--- config.mk ---
export PLATFORM = sky130hd
export DESIGN_NAME = game_flow_fsm
export DESIGN_NICKNAME = d
export VERILOG_FILES = /design/src/rtl/game_flow_pkg.sv /design/src/rtl/game_flow_fsm_frame_timer.sv /design/src/rtl/game_flow_fsm.sv
export SDC_FILE = /design/constraint.sdc
export NUM_CORES = 1
export LEC_CHECK = 0
export ABC_AREA = 1
export CAP_MARGIN = 10
export CELL_PAD_IN_SITES_DETAIL_PLACEMENT = 0
export CELL_PAD_IN_SITES_GLOBAL_PLACEMENT = 1
export CORE_UTILIZATION = 27
export CTS_CLUSTER_SIZE = 16
export DETAILED_ROUTE_END_ITERATION = 10
export PLACE_DENSITY = 0.66
export SLEW_MARGIN = 10
export SYNTH_ARGS = -nofsm -noshare
export SYNTH_HDL_FRONTEND = slang
export SYNTH_SLANG_ARGS = --single-unit
--- constraint.sdc ---
create_clock -name clk -period 2.95 [get_ports clk]
set_input_delay 0.59 -clock clk [delete_from_list [all_inputs] [get_ports clk]]
set_output_delay 0.59 -clock clk [all_outputs]
set_load 0.005 [all_outputs]
--- src/rtl/game_flow_pkg.sv ---
// -----------------------------------------------------------------------------
// game_flow_pkg
// Shared types and defaults for the PACMAN game-flow controller.
//   game_state_t      : top-level game phase
//   DEF_LIVES         : default lives at game start (legal 1..7)
//   DEF_DEATH_FRAMES  : default freeze length after a hit, in frames
//   DEF_MSG_FRAMES    : default minimum win/lose screen hold, in frames
//   maxInt()          : larger of two integers, used to size the frame counter
// -----------------------------------------------------------------------------
package game_flow_pkg;

    typedef enum logic [2:0] {
        START = 3'd0,
        PLAY  = 3'd1,
        DEATH = 3'd2,
        WON   = 3'd3,
        LOST  = 3'd4
    } game_state_t;

    localparam int DEF_LIVES        = 3;
    localparam int DEF_DEATH_FRAMES = 120;
    localparam int DEF_MSG_FRAMES   = 180;

    function automatic int maxInt(input int a, input int b);
        return (a > b) ? a : b;
    endfunction

endpackage

--- src/rtl/game_flow_fsm_frame_timer.sv ---
// -----------------------------------------------------------------------------
// frame_timer
// Saturating counter of startOfFrame pulses. Shared by the death pause and the
// win/lose message hold; the owner selects the limit and clears it on entry.
//   clk, reset    : clock, asynchronous active-high reset
//   clear         : zero the count (takes priority over a coincident pulse)
//   startOfFrame  : one-cycle pulse per video frame
//   limit         : saturation value
//   done          : count has reached limit (decoded from the count register)
// -----------------------------------------------------------------------------
module frame_timer #(
    parameter int WIDTH = 8
) (
    input  logic             clk,
    input  logic             reset,
    input  logic             clear,
    input  logic             startOfFrame,
    input  logic [WIDTH-1:0] limit,
    output logic             done
);

    logic [WIDTH-1:0] count_r;

    // Frame count register: clear wins, otherwise count up to limit and hold.
    always_ff @(posedge clk or posedge reset) begin
        if (reset) begin
            count_r <= '0;
        end else if (clear) begin
            count_r <= '0;
        end else if (startOfFrame && (count_r < limit)) begin
            count_r <= count_r + WIDTH'(1);
        end else begin
            count_r <= count_r;
        end
    end

    assign done = (count_r >= limit);

endmodule

--- src/rtl/game_flow_fsm.sv ---
// -----------------------------------------------------------------------------
// game_flow_fsm
// Top-level game-state controller for the PACMAN display path.
//   clk           : VGA pixel clock
//   reset         : asynchronous active-high reset
//   startOfFrame  : one-cycle pulse per video frame
//   startKey      : start key level (synchronous to clk)
//   allEaten      : pulse when the last pellet is eaten
//   pacmanHit     : pulse on a ghost collision
//   pressToStart  : start screen active
//   gameWon       : win screen active
//   gameLost      : lose screen active
//   gamePlaying   : actors may move
//   freeze        : actors held still during the death pause
//   levelReset    : one-cycle pulse to reload maze / actors
//   livesLeft     : remaining lives
// All outputs come from registers; no input reaches an output combinationally.
// -----------------------------------------------------------------------------
module game_flow_fsm
    import game_flow_pkg::*;
#(
    parameter int LIVES        = DEF_LIVES,
    parameter int DEATH_FRAMES = DEF_DEATH_FRAMES,
    parameter int MSG_FRAMES   = DEF_MSG_FRAMES
) (
    input  logic       clk,
    input  logic       reset,
    input  logic       startOfFrame,
    input  logic       startKey,
    input  logic       allEaten,
    input  logic       pacmanHit,
    output logic       pressToStart,
    output logic       gameWon,
    output logic       gameLost,
    output logic       gamePlaying,
    output logic       freeze,
    output logic       levelReset,
    output logic [2:0] livesLeft
);

    localparam int                CNT_W      = $clog2(maxInt(DEATH_FRAMES, MSG_FRAMES) + 1);
    localparam logic [CNT_W-1:0]  DEATH_LIM  = CNT_W'(DEATH_FRAMES);
    localparam logic [CNT_W-1:0]  MSG_LIM    = CNT_W'(MSG_FRAMES);
    localparam logic [2:0]        LIVES_INIT = 3'(LIVES);

    game_state_t      state_r;
    game_state_t      nextState_s;
    logic             startKeyD_r;
    logic             keyRise_s;
    logic [2:0]       lives_r;
    logic             levelReset_r;
    logic             timerClear_s;
    logic [CNT_W-1:0] timerLimit_s;
    logic             timerDone_s;

    // startKeyD_r resets high so a key held through reset is not a press.
    assign keyRise_s    = startKey & ~startKeyD_r;
    assign timerLimit_s = (state_r == DEATH) ? DEATH_LIM : MSG_LIM;

    frame_timer #(
        .WIDTH (CNT_W)
    ) uFrameTimer (
        .clk          (clk),
        .reset        (reset),
        .clear        (timerClear_s),
        .startOfFrame (startOfFrame),
        .limit        (timerLimit_s),
        .done         (timerDone_s)
    );

    // State register.
    always_ff @(posedge clk or posedge reset) begin
        if (reset) begin
            state_r <= START;
        end else begin
            state_r <= nextState_s;
        end
    end

    // Next-state logic and frame-timer clear on entry to a timed state.
    always_comb begin
        nextState_s = state_r;
        case (state_r)
            START: begin
                if (keyRise_s) nextState_s = PLAY;
                else           nextState_s = START;
            end
            PLAY: begin
                // allEaten outranks a coincident hit.
                if (allEaten)                          nextState_s = WON;
                else if (pacmanHit && lives_r <= 3'd1) nextState_s = LOST;
                else if (pacmanHit)                    nextState_s = DEATH;
                else                                   nextState_s = PLAY;
            end
            DEATH: begin
                if (timerDone_s) nextState_s = PLAY;
                else             nextState_s = DEATH;
            end
            WON, LOST: begin
                if (timerDone_s && keyRise_s) nextState_s = START;
                else                          nextState_s = state_r;
            end
            default: nextState_s = START;
        endcase

        timerClear_s = 1'b0;
        if ((nextState_s != state_r) &&
            (nextState_s == DEATH || nextState_s == WON || nextState_s == LOST)) begin
            timerClear_s = 1'b1;
        end else begin
            timerClear_s = 1'b0;
        end
    end

    // Key-edge history, lives counter and levelReset pulse.
    always_ff @(posedge clk or posedge reset) begin
        if (reset) begin
            startKeyD_r  <= 1'b1;
            lives_r      <= LIVES_INIT;
            levelReset_r <= 1'b0;
        end else begin
            startKeyD_r  <= startKey;
            levelReset_r <= (nextState_s == PLAY) &&
                            (state_r == START || state_r == DEATH);
            if (state_r == START && nextState_s == PLAY) begin
                lives_r <= LIVES_INIT;
            end else if (state_r == PLAY &&
                         (nextState_s == DEATH || nextState_s == LOST)) begin
                lives_r <= lives_r - 3'd1;
            end else begin
                lives_r <= lives_r;
            end
        end
    end

    // Moore output decode from the state register.
    always_comb begin
        pressToStart = 1'b0;
        gameWon      = 1'b0;
        gameLost     = 1'b0;
        gamePlaying  = 1'b0;
        freeze       = 1'b0;
        case (state_r)
            START:   pressToStart = 1'b1;
            PLAY:    gamePlaying  = 1'b1;
            DEATH:   freeze       = 1'b1;
            WON:     gameWon      = 1'b1;
            LOST:    gameLost     = 1'b1;
            default: pressToStart = 1'b0;
        endcase
    end

    assign levelReset = levelReset_r;
    assign livesLeft  = lives_r;

endmodule

==> results of run 1 <==
cells by family (layout without fill, tap and decap cells):
group | Yosys count | after routing | synth area share [%]
and+or+nand+nor | 59 | 59 | 29.27
buffers and inverters | 27 | 45 | 8.979
AOI/OAI and AO/OA | 22 | 22 | 13.19
DFF | 16 | 16 | 35.81
adders and majority gates | 8 | 8 | 8.870
xor gates and xnor gates | 5 | 5 | 3.881
placed cells by master, fill, tap and decap left out, types with 4 or more instances in the layout:
cell type,count
inv_1,23
dfrtp_1,13
nand2_2,7
inv_2,4
nand3_1,7
clkdlybuf4s50_1,14
clkbuf_8,4
nor2_1,8
a21oi_1,13
ha_1,8
nand3_2,5
nand2_1,23
power breakdown:
part / switching, µW / internal, µW
clock network: 73.7 / 118
logic: 373 / 259
registers: 51.5 / 286
total: 498 / 662
worst max-delay path, stage by stage (launching register included):
cell     delay [ps]
dfrtp_1         410
inv_2           120
nand2_2          90
nor2_2          190
inv_2            90
ha_1            320
nand2_1          70
nand2_1          60
nand2_2          70
nand3_2         120
nand2_2         120
nand2_2         100
nand2_1         110
nand2_1          70
nand2_2          80
nand3_4         110
a21oi_1         160
layout make-up:
cell class	instances	area (µm²)
tap	50	62.56
multi-input combinational	94	623.1
inverter	27	101.3
clock buffer	4	55.05
fill	413	2614
timing repair buffer	14	140.1
sequential	16	404.1
routing by layer:
metal	vias up	GRT usage, %	share of wire [%]
met3	2	1.712	2.5
met4	0	3.457	1.1
met1	425	15.13	50
met2	12	19.57	47
li1	470	-	-
met5	-	0	0
synthesized netlist by cell type, drive strengths merged:
cell and count:
a21oi 17, dfrtp 13, dfstp 3, ha 8, inv 27, nand2 31, nand3 13, nor2 12
nor3 3, o211ai 1, o21ai 3, o21bai 1, xnor2 2, xor2 3
metrics by stage:
| stage | hold slack, ps | instance area (µm²) |
|---|---|---|
| 2_1_floorplan | 494.2 | 1129 |
| 3_3_place_gp | 504.0 | 1331 |
| 3_5_place_dp | 506.7 | 1331 |
| 4_1_cts | 517.3 | 1386 |
| 5_1_grt | 548.3 | 1386 |
| 6_report | 513.2 | 1386 |
flip-flops by register name, indices dropped and copies added, names as in the netlist:
name	cells
levelReset	1
livesLeft	3
startKeyD_r	1
state_r	3
uFrameTimer.count_r	8
how the worst max path moves through the flow:
stage	from	to	slack, ps	depth (start not counted)
3_5_place_dp	state_r[2]	uFrameTimer.count_r[5]	570	16
5_1_grt	state_r[2]	uFrameTimer.count_r[5]	330	16
4_1_cts	state_r[2]	uFrameTimer.count_r[5]	530	16
3_3_place_gp	state_r[2]	uFrameTimer.count_r[5]	660	14
6_report	state_r[2]	uFrameTimer.count_r[5]	550	16
2_1_floorplan	state_r[2]	uFrameTimer.count_r[0]	870	14
==> metrics.csv, run 1 <==
stage,metric,value,unit
outcome,outcome,"complete, no violations",
clocking,cts_resized,0,
global_routing,grt_pass1_wl,3939,µm
routing,vias_per_cell,4.434,
setup_path,crit_path_max_fanout,8,
floorplanning,rows,23,
min_path,hp-class,register to register,
clocking,cts.path.max_buffers,2,
floorplanning,core_area,4000,µm²
clocking,postCtsHoldBufs,0,
timing,hold_viol,0,
synthesis,yosysTopAreaCell,dfrtp_1,
routing,drc,0,
layout,antenna_cells,0,
clocking,htreeDepth,1,
setup_path,r2r-end,uFrameTimer.count_r[5],
routing,vias,909,
min_path,hold_depth,2,
synthesis,syn_area,1129,µm²
synthesis,synth.distinct_cells,25,
clocking,cts.sinks,16,
setup_path,worst-endpoint-arrival,2560,ps
min_path,hold_start,livesLeft[0],
routing,first_pass_iters,4,
floorplanning,start_util,28.21,%
global_routing,antenna_found_initial,0,
setup_path,cp.required,3110,ps
floorplanning,ios,15,
global_routing,grt_use_total,11.60,%
floorplanning,die_h,66.65,µm
clocking,ctsRootBufferMaster,clkbuf_8,
power,p_per_area,837.2,nW/µm²
synthesis,seq_area_frac_synth,35.81,%
timing,max_freq,0.4174,GHz
timing,max-slew-margin-rel,59.06,%
global_routing,overflow,0,
timing,fin_skew,6.533,ps
power,p_leak,0.0006869,µW
routing,wl_per_cell,10.82,µm
clocking,clkTransAtPathRegs,70,ps
layout,layout-drive-gt1-share,22.58,%
global_routing,grt_max_degree,17,
clocking,cts_made_buffers,3,
global_routing,grt_pass1_vias,897,
layout,areaGrowthSynthToFinish,22.84,%
layout,fin_util,34.66,%
layout,final_cells,205,
synthesis,synth_warnings,0,
synthesis,avgSynthCellArea,8.238,µm²
synthesis,synth.area.top_cells,"dfrtp_1 (29%), ha_1 (8.9%), inv_1 (7.6%), nand2_1 (7.6%), dfstp_2 (7.0%)",
timing,period_share,81.22,%
job,maxCapViolations,0,
layout,fin_nets,170,
floorplanning,die_w,66.65,µm
timing,slew_viol_final,0,
placement,post-place-ws,572.8,ps
clocking,clk_latency,250,ps
placement,gp_congestion,0.8188,
synthesis,synth_seq_cells,16,
timing,fin_ws,553.9,ps
timing,setup_viol,0,
setup_path,critPathCaptureType,register,
timing,tns,0,ps
setup_path,crit_type,register to register,
setup_path,r2r_start,state_r[2],
setup_path,reg2reg_setup_slack,550,ps
synthesis,synth_nets,151,
timing,post-route-min-period,2396,ps
placement,port_buffers,14,
placement,place.detailed.hpwl,1847,µm
synthesis,synth_top_area_share,28.82,%
power,p_total,1161,µW
setup_path,critPathLaunchType,register,
floorplanning,die_area,4442,µm²
timing,worst_pin_slew,613.4,ps
placement,dpl.cell_count,201,
clocking,postCtsSetupRepairBufs,0,
routing,routed_wl,2218,µm
clocking,tritoncts,built,
timing,rsz0062_at_grt,false,
setup_path,reg2reg_depth,16,
routing,drt_iter0_drc,38,
min_path,whs_endpoint,livesLeft[0],
power,ir_drop,0.2221,mV
synthesis,synth_cells,137,
routing,ant_nets,0,
No activity file was read; power rests on OpenSTA's default activity.
==> run 2, diff against run 1 <==
--- a/config.mk
+++ b/config.mk
@@ -12,7 +12,7 @@
 export CORE_UTILIZATION = 27
 export CTS_CLUSTER_SIZE = 16
 export DETAILED_ROUTE_END_ITERATION = 10
-export PLACE_DENSITY = 0.66
+export PLACE_DENSITY = 0.68
 export SLEW_MARGIN = 10
 export SYNTH_ARGS = -nofsm -noshare
 export SYNTH_HDL_FRONTEND = slang
==> constraint.sdc (replaced) <==
create_clock -name clk -period 2.2 [get_ports clk]
set_input_delay 0.44 -clock clk [delete_from_list [all_inputs] [get_ports clk]]
set_output_delay 0.44 -clock clk [all_outputs]
set_load 0.005 [all_outputs]
==> run 2 against run 1 <==
  * The flow now finishes with violations (setup timing)
  * Wire length rose by 15%
  * Clock skew rose by 0.80 ps
  * Register-to-register slack got worse by 590 ps
  * Count of clock-buffer cells in the layout did not move
  * Non-clock buffer count rose by 11
  * Worst hold slack got worse by 1.2 ps
  * Largest cell class unchanged
  * Highest routed layer unchanged
==> metrics.csv, run 2 (same netlist as run 1, synthesis figures left out) <==
stage,metric,value,unit,change
floorplanning,rows,23,,unchanged
placement,port_buffers,14,,unchanged
setup_path,crit_path_max_fanout,8,,unchanged
routing,routed_wl,2558,µm,+15%
clocking,clk_latency,250,ps,about the same
global_routing,grt_pass1_wl,4098,µm,+4.0%
layout,top_register,uFrameTimer.count_r,,
setup_path,crit_type,register to register,,
floorplanning,die_area,4442,µm²,unchanged
routing,wl_per_cell,11.84,µm,+9.5%
timing,fin_skew,7.334,ps,+0.8016 ps
layout,areaGrowthSynthToFinish,41.68,%,
placement,gp_congestion,0.8083,,-1.3%
floorplanning,start_util,28.21,%,unchanged
floorplanning,core_area,4000,µm²,unchanged
global_routing,grt_max_degree,17,,unchanged
setup_path,critPathSlowestCell,dfrtp_1,,
power,p_int,1051,µW,+59%
setup_path,path_cells,"inv_2, nand2_4, nor2_4, inv_4, ha_4, nand2_4, nor2_4, nand2_2, nand3_4, nor2_1, nor2_2, nand3_1, nand3_4, a21oi_1",,
timing,slew_viol_final,0,,unchanged
power,combPwrFrac,63.0,%,+8.6 points
floorplanning,die_h,66.65,µm,unchanged
clocking,cts.path.max_buffers,2,,unchanged
timing,post-route-min-period,2236,ps,-159.6 ps
global_routing,overflow,0,,unchanged
placement,place.detailed.hpwl,1904,µm,+3.1%
timing,period_share,101.7,%,+20 points
routing,ant_nets,0,,unchanged
setup_path,timing.critical_path.buf_inv,2,,unchanged
setup_path,cp.required,2330,ps,-780 ps
global_routing,grt_use_total,12.37,%,+0.77 points
layout,antenna_cells,0,,unchanged
clocking,cts_made_buffers,3,,unchanged
power,p_leak,0.0007689,µW,+12%
setup_path,worst_path_largest_cell_delay,390,ps,-20 ps
timing,rsz0062_at_grt,true,,
clocking,postCtsHoldBufs,0,,unchanged
floorplanning,ios,15,,unchanged
setup_path,crit_family,simple AND/OR/NAND/NOR gates,,
job,maxCapViolations,0,,unchanged
layout,multi_input_area,750.7,µm²,+20%
clocking,clkTransAtPathRegs,70,ps,about the same
outcome,outcome,finished with violations,,
routing,vias_per_cell,4.602,,+3.8%
clocking,ctsRootBufferMaster,clkbuf_8,,
power,switching_share,44.44,%,+1.5 points
routing,drt_iter0_drc,10,,-74%
placement,place_area,1361,µm²,+2.3%
layout,final_cells,216,,+5.4%
routing,drc,0,,unchanged
global_routing,grt_pass1_vias,929,,+3.6%
power,seqPwrFrac,23.1,%,-6.0 points
timing,fin_ws,-36.49,ps,-590.4 ps
clocking,htreeDepth,1,,unchanged
layout,final_common_cell,inv_1,,
timing,max-slew-margin-rel,58.07,%,-0.99 points
layout,final_cell_area,1599,µm²,+15%
min_path,hp-class,register to register,,
timing,fin_hold_ws,512.0,ps,-1.174 ps
clocking,cts.sinks,16,,unchanged
timing,max_freq,0.4471,GHz,+7.1%
power,ir_drop,0.4437,mV,+100%
timing,setup_viol,8,,+8
setup_path,critPathCaptureType,register,,
power,p_total,1892,µW,+63%
timing,worst_pin_slew,628.3,ps,+14.86 ps
layout,fin_nets,181,,+6.5%
power,p_per_area,1183,nW/µm²,+41%
layout,largest_reg_flops,8,,unchanged
outcome,violations,setup timing,,
layout,layout-drive-gt1-share,38.55,%,+16 points
timing,hold_viol,0,,unchanged
setup_path,worst-endpoint-arrival,2370,ps,-190 ps
routing,first_pass_iters,4,,unchanged
clocking,tritoncts,built,,
power,clockPowerShare,13.8,%,-2.7 points
setup_path,critPathLaunchType,register,,
placement,dpl.cell_count,205,,+2.0%
layout,layout_common_cells,"inv_1 (23), nand2_1 (20), clkdlybuf4s50_1 (14), dfrtp_1 (13), buf_4 (11)",,
floorplanning,die_w,66.65,µm,unchanged
layout,n_fill_cell,395,,-4.4%
routing,vias,994,,+9.4%
layout,regArea,404.1,µm²,unchanged
power,p_switching,840.9,µW,+69%
global_routing,antenna_found_initial,0,,unchanged
run 2: cell count changes in the layout (fill, tap and decap cells not counted), moves of 2 or more:
cell | previous run | this run
a21oi_1 | 13 | 5
a21oi_2 | 2 | 9
buf_4 | 0 | 11
ha_1 | 8 | 6
ha_4 | 0 | 2
nand2_1 | 23 | 20
nand2_4 | 1 | 5
nand3_4 | 1 | 3
nor2_1 | 8 | 5
nor2_2 | 3 | 5
run 2: what timing repair did:
item,4_1_cts,5_1_grt
endpoints found under the setup margin,8,9
pin swaps,1,12
buffers inserted,1,6
resized for setup,5,22
cloned,0,0
run 2: worst paths after layout:
kind                              start                endpoint  slack (ps)  depth (start not counted)
max                          state_r[0]  uFrameTimer.count_r[1]         -40                         14
min                        livesLeft[0]            livesLeft[0]         510                          2
max reg2reg                  state_r[0]  uFrameTimer.count_r[1]         -40                         14
min reg2reg                livesLeft[0]            livesLeft[0]         510                          2
max in group asynchronous         reset  uFrameTimer.count_r[0]        1220                          2
min in group asynchronous         reset              state_r[2]         570                          2
run 2: layout make-up:
| cell class | instances | area share, % |
|---|---|---|
| multi-input cells | 94 | 46.95 |
| clock buffers | 4 | 3.443 |
| inverters | 27 | 6.495 |
| well taps | 50 | 3.912 |
| repair buffers | 25 | 13.93 |
| flip-flops and latches | 16 | 25.27 |
run 2: routing by layer:
metal / track usage, % / part of all wire, % / up-vias
met1: 16.84 / 48 / 481
met4: 4.787 / 2.0 / 0
met5: 0 / 0 / -
met2: 19.70 / 48 / 13
met3: 1.541 / 1.7 / 7
li1: - / - / 493
run 2: worst register-to-register path, cell delays in order, from the launching register on:
cell	delay (ps)
dfrtp_1	390
inv_2	100
nand2_4	70
nor2_4	150
inv_4	70
ha_4	270
nand2_4	40
nor2_4	120
nand2_2	80
nand3_4	130
nor2_1	70
nor2_2	190
nand3_1	170
nand3_4	170
a21oi_1	90
run 2: per-stage QoR:
stage	TNS (ps)	setup WS, ps	utilization, %
floorplan	0	117.0	-
global placement	0	27.74	34.03
detailed placement	-107.9	-37.22	34.03
CTS	0	8.023	36.19
global route	-1004	-142.6	39.98
finish	-179.2	-36.49	39.98
run 2: power groups by stage:
stage	clock, µW	sequential (µW)	combinational (µW)
2_1_floorplan	0	450	581
3_3_place_gp	0	441	909
3_5_place_dp	0	443	920
4_1_cts	273	437	953
5_1_grt	286	446	1310
6_report	262	438	1190
==> run 3, diff against run 2 <==
--- a/config.mk
+++ b/config.mk
@@ -12,8 +12,9 @@
 export CORE_UTILIZATION = 27
 export CTS_CLUSTER_SIZE = 16
 export DETAILED_ROUTE_END_ITERATION = 10
-export PLACE_DENSITY = 0.68
-export SLEW_MARGIN = 10
+export DONT_BUFFER_PORTS = 1
+export PLACE_DENSITY = 0.62
+export SLEW_MARGIN = 15
 export SYNTH_ARGS = -nofsm -noshare
 export SYNTH_HDL_FRONTEND = slang
 export SYNTH_SLANG_ARGS = --single-unit
==> run 3 against run 2 <==
  * The flow now finishes without violations
  * Largest power group unchanged
  * Largest cell class unchanged
  * Non-clock buffer count down 17
  * Critical endpoint is now uFrameTimer.count_r[5]
  * Clock skew shrank 4.5 ps
  * Register-to-register slack gained 40 ps
  * Clock power is 11% lower
  * Design area is 11% lower
  * Global-route usage is 0.98 points lower
==> metrics.csv, run 3 (same netlist as run 1, synthesis figures left out) <==
stage,metric,value,unit,change
outcome,outcome,"complete, no violations",,
setup_path,cp.required,2380,ps,+50 ps
placement,port_buffers,0,,-14
global_routing,grt_pass1_wl,3767,µm,-8.1%
routing,met1_length,1111,µm,-9.2%
timing,worst_pin_slew,645.5,ps,+17.22 ps
min_path,hp-class,input pin to asynchronous set/reset pin,,
floorplanning,rows,23,,unchanged
global_routing,overflow,0,,unchanged
routing,ant_nets,0,,unchanged
layout,layout-drive-gt1-share,39.60,%,+1.0 points
setup_path,critPathLaunchType,register,,
layout,antenna_cells,0,,unchanged
layout,areaGrowthSynthToFinish,25.94,%,
routing,drc,0,,unchanged
timing,max_freq,0.4553,GHz,+1.8%
timing,fin_skew,2.865,ps,-4.469 ps
routing,route.met3.wl,67,µm,+56%
global_routing,grt_max_degree,17,,unchanged
global_routing,antenna_found_initial,0,,unchanged
timing,hold_viol,0,,unchanged
floorplanning,die_area,4442,µm²,unchanged
routing,routed_wl,2299,µm,-10%
floorplanning,die_h,66.65,µm,unchanged
setup_path,worst-endpoint-arrival,2380,ps,about the same
routing,first_pass_iters,4,,unchanged
layout,layout_common_cells,"inv_1 (23), nand2_1 (20), dfrtp_1 (13), nand2_2 (8), buf_4 (8)",,
routing,wl_met2,1086,µm,-12%
timing,post-route-min-period,2196,ps,-40.29 ps
timing,tns,0,ps,+179.2 ps
routing,vias_per_cell,4.487,,-2.5%
routing,wl_per_cell,11.55,µm,-2.4%
clocking,clk_latency,250,ps,about the same
floorplanning,die_w,66.65,µm,unchanged
power,p_per_area,1180,nW/µm²,-0.30%
placement,place.detailed.hpwl,1792,µm,-5.9%
job,maxCapViolations,0,,unchanged
timing,setup_viol,0,,-8
setup_path,crit_type,register to register,,
routing,vias,893,,-10%
global_routing,grt_use_total,11.39,%,-0.98 points
power,p_leak,0.0006901,µW,-10%
timing,rsz0062_at_grt,true,,
layout,final_common_cell,inv_1,,
clocking,ctsRootBufferMaster,clkbuf_8,,
clocking,postCtsHoldBufs,0,,unchanged
floorplanning,core_area,4000,µm²,unchanged
floorplanning,ios,15,,unchanged
placement,gp_congestion,0.7898,,-2.3%
layout,top_register,uFrameTimer.count_r,,
power,ir_drop,0.4210,mV,-5.1%
clocking,tritoncts,built,,
clocking,cts_made_buffers,3,,unchanged
setup_path,critPathCaptureType,register,,
layout,largest_reg_flops,8,,unchanged
clocking,cts.path.max_buffers,2,,unchanged
routing,routed.top_layer,met4,,
timing,max-slew-margin-rel,56.92,%,-1.1 points
timing,fin_hold_ws,159.3,ps,-352.8 ps
floorplanning,start_util,28.21,%,unchanged
setup_path,crit_path_max_fanout,8,,unchanged
layout,fin_nets,164,,-9.4%
timing,slew_viol_final,0,,unchanged
clocking,htreeDepth,1,,unchanged
timing,period_share,99.83,%,-1.8 points
clocking,clkTransAtPathRegs,70,ps,about the same
clocking,cts.sinks,16,,unchanged
global_routing,grt_pass1_vias,849,,-8.6%
routing,drt_iter0_drc,38,,+28
[run 3: cell types whose count changed in the layout (fill, tap and decap cells not counted), moves of 2 or more]
cell / before / now
clkdlybuf4s50_1: 14 / 0
buf_4: 11 / 8
a21oi_1: 5 / 7
a21oi_2: 9 / 7
nand2_2: 6 / 8
nand2_4: 5 / 3
[run 3: final cells by class]
class / count / area [µm²]
Tap cell: 50 / 62.56
Fill cell: 428 / 2579
Sequential cell: 16 / 404.1
Multi-Input combinational cell: 94 / 745.7
Inverter: 27 / 103.9
Clock buffer: 4 / 45.04
Timing Repair Buffer: 8 / 60.06
[run 3: through the flow]
stage / cell area (µm²) / util (%) / total power, µW / cells / setup WS, ps
6_report: 1421 / 35.53 / 1677 / 199 / 3.800
5_1_grt: 1421 / 35.53 / 1826 / 199 / -131.3
4_1_cts: 1297 / 32.44 / 1516 / 198 / 32.40
3_5_place_dp: 1244 / 31.09 / 1255 / 194 / 17.49
3_3_place_gp: 1244 / 31.09 / 1244 / 194 / 74.63
2_1_floorplan: 1129 / - / 1031 / 137 / 117.0
[run 3: path summary, 6_finish.rpt]
path                              start                      to  slack (ps)  cells after the start
setup / recovery             state_r[2]  uFrameTimer.count_r[5]           4                     15
hold / removal                    reset            livesLeft[2]         160                      1
setup reg to reg             state_r[2]  uFrameTimer.count_r[5]           4                     15
hold reg to reg            livesLeft[0]            livesLeft[0]         520                      2
max in group asynchronous         reset  uFrameTimer.count_r[0]        1630                      1
min in group clk               startKey             startKeyD_r         180                      0
[run 3: layer usage]
layer	GRT usage [%]	vias to the layer above
met3	2.568	4
met1	14.72	421
met5	0	-
met2	18.06	13
li1	-	455
met4	4.787	0
[run 3: where the power goes]
part           switching (µW)  leakage, µW  internal, µW
logic                     621     0.000462           377
registers                62.0     0.000206           384
clock network             105    0.0000228           129
total                     788     0.000690           889
[run 3: worst max-delay path, cell delays in order (launching register included)]
cell and delay [ps]:
dfrtp_1 430, inv_2 90, nand2_2 60, nor2_4 130
inv_4 80, ha_4 270, nand2_2 50, nor2_2 120
nand2_2 80, nand3_4 110, nand2_4 80, nand2_4 120
nand3_2 90, nand2_2 100, nand3_4 150, a21oi_2 170
[run 3: repair_timing]
| item | 4_1_cts | 5_1_grt |
|---|---|---|
| pin swaps | 0 | 10 |
| setup buffers | 0 | 1 |
| resized for setup | 2 | 22 |
| endpoints found under the setup margin | 1 | 8 |
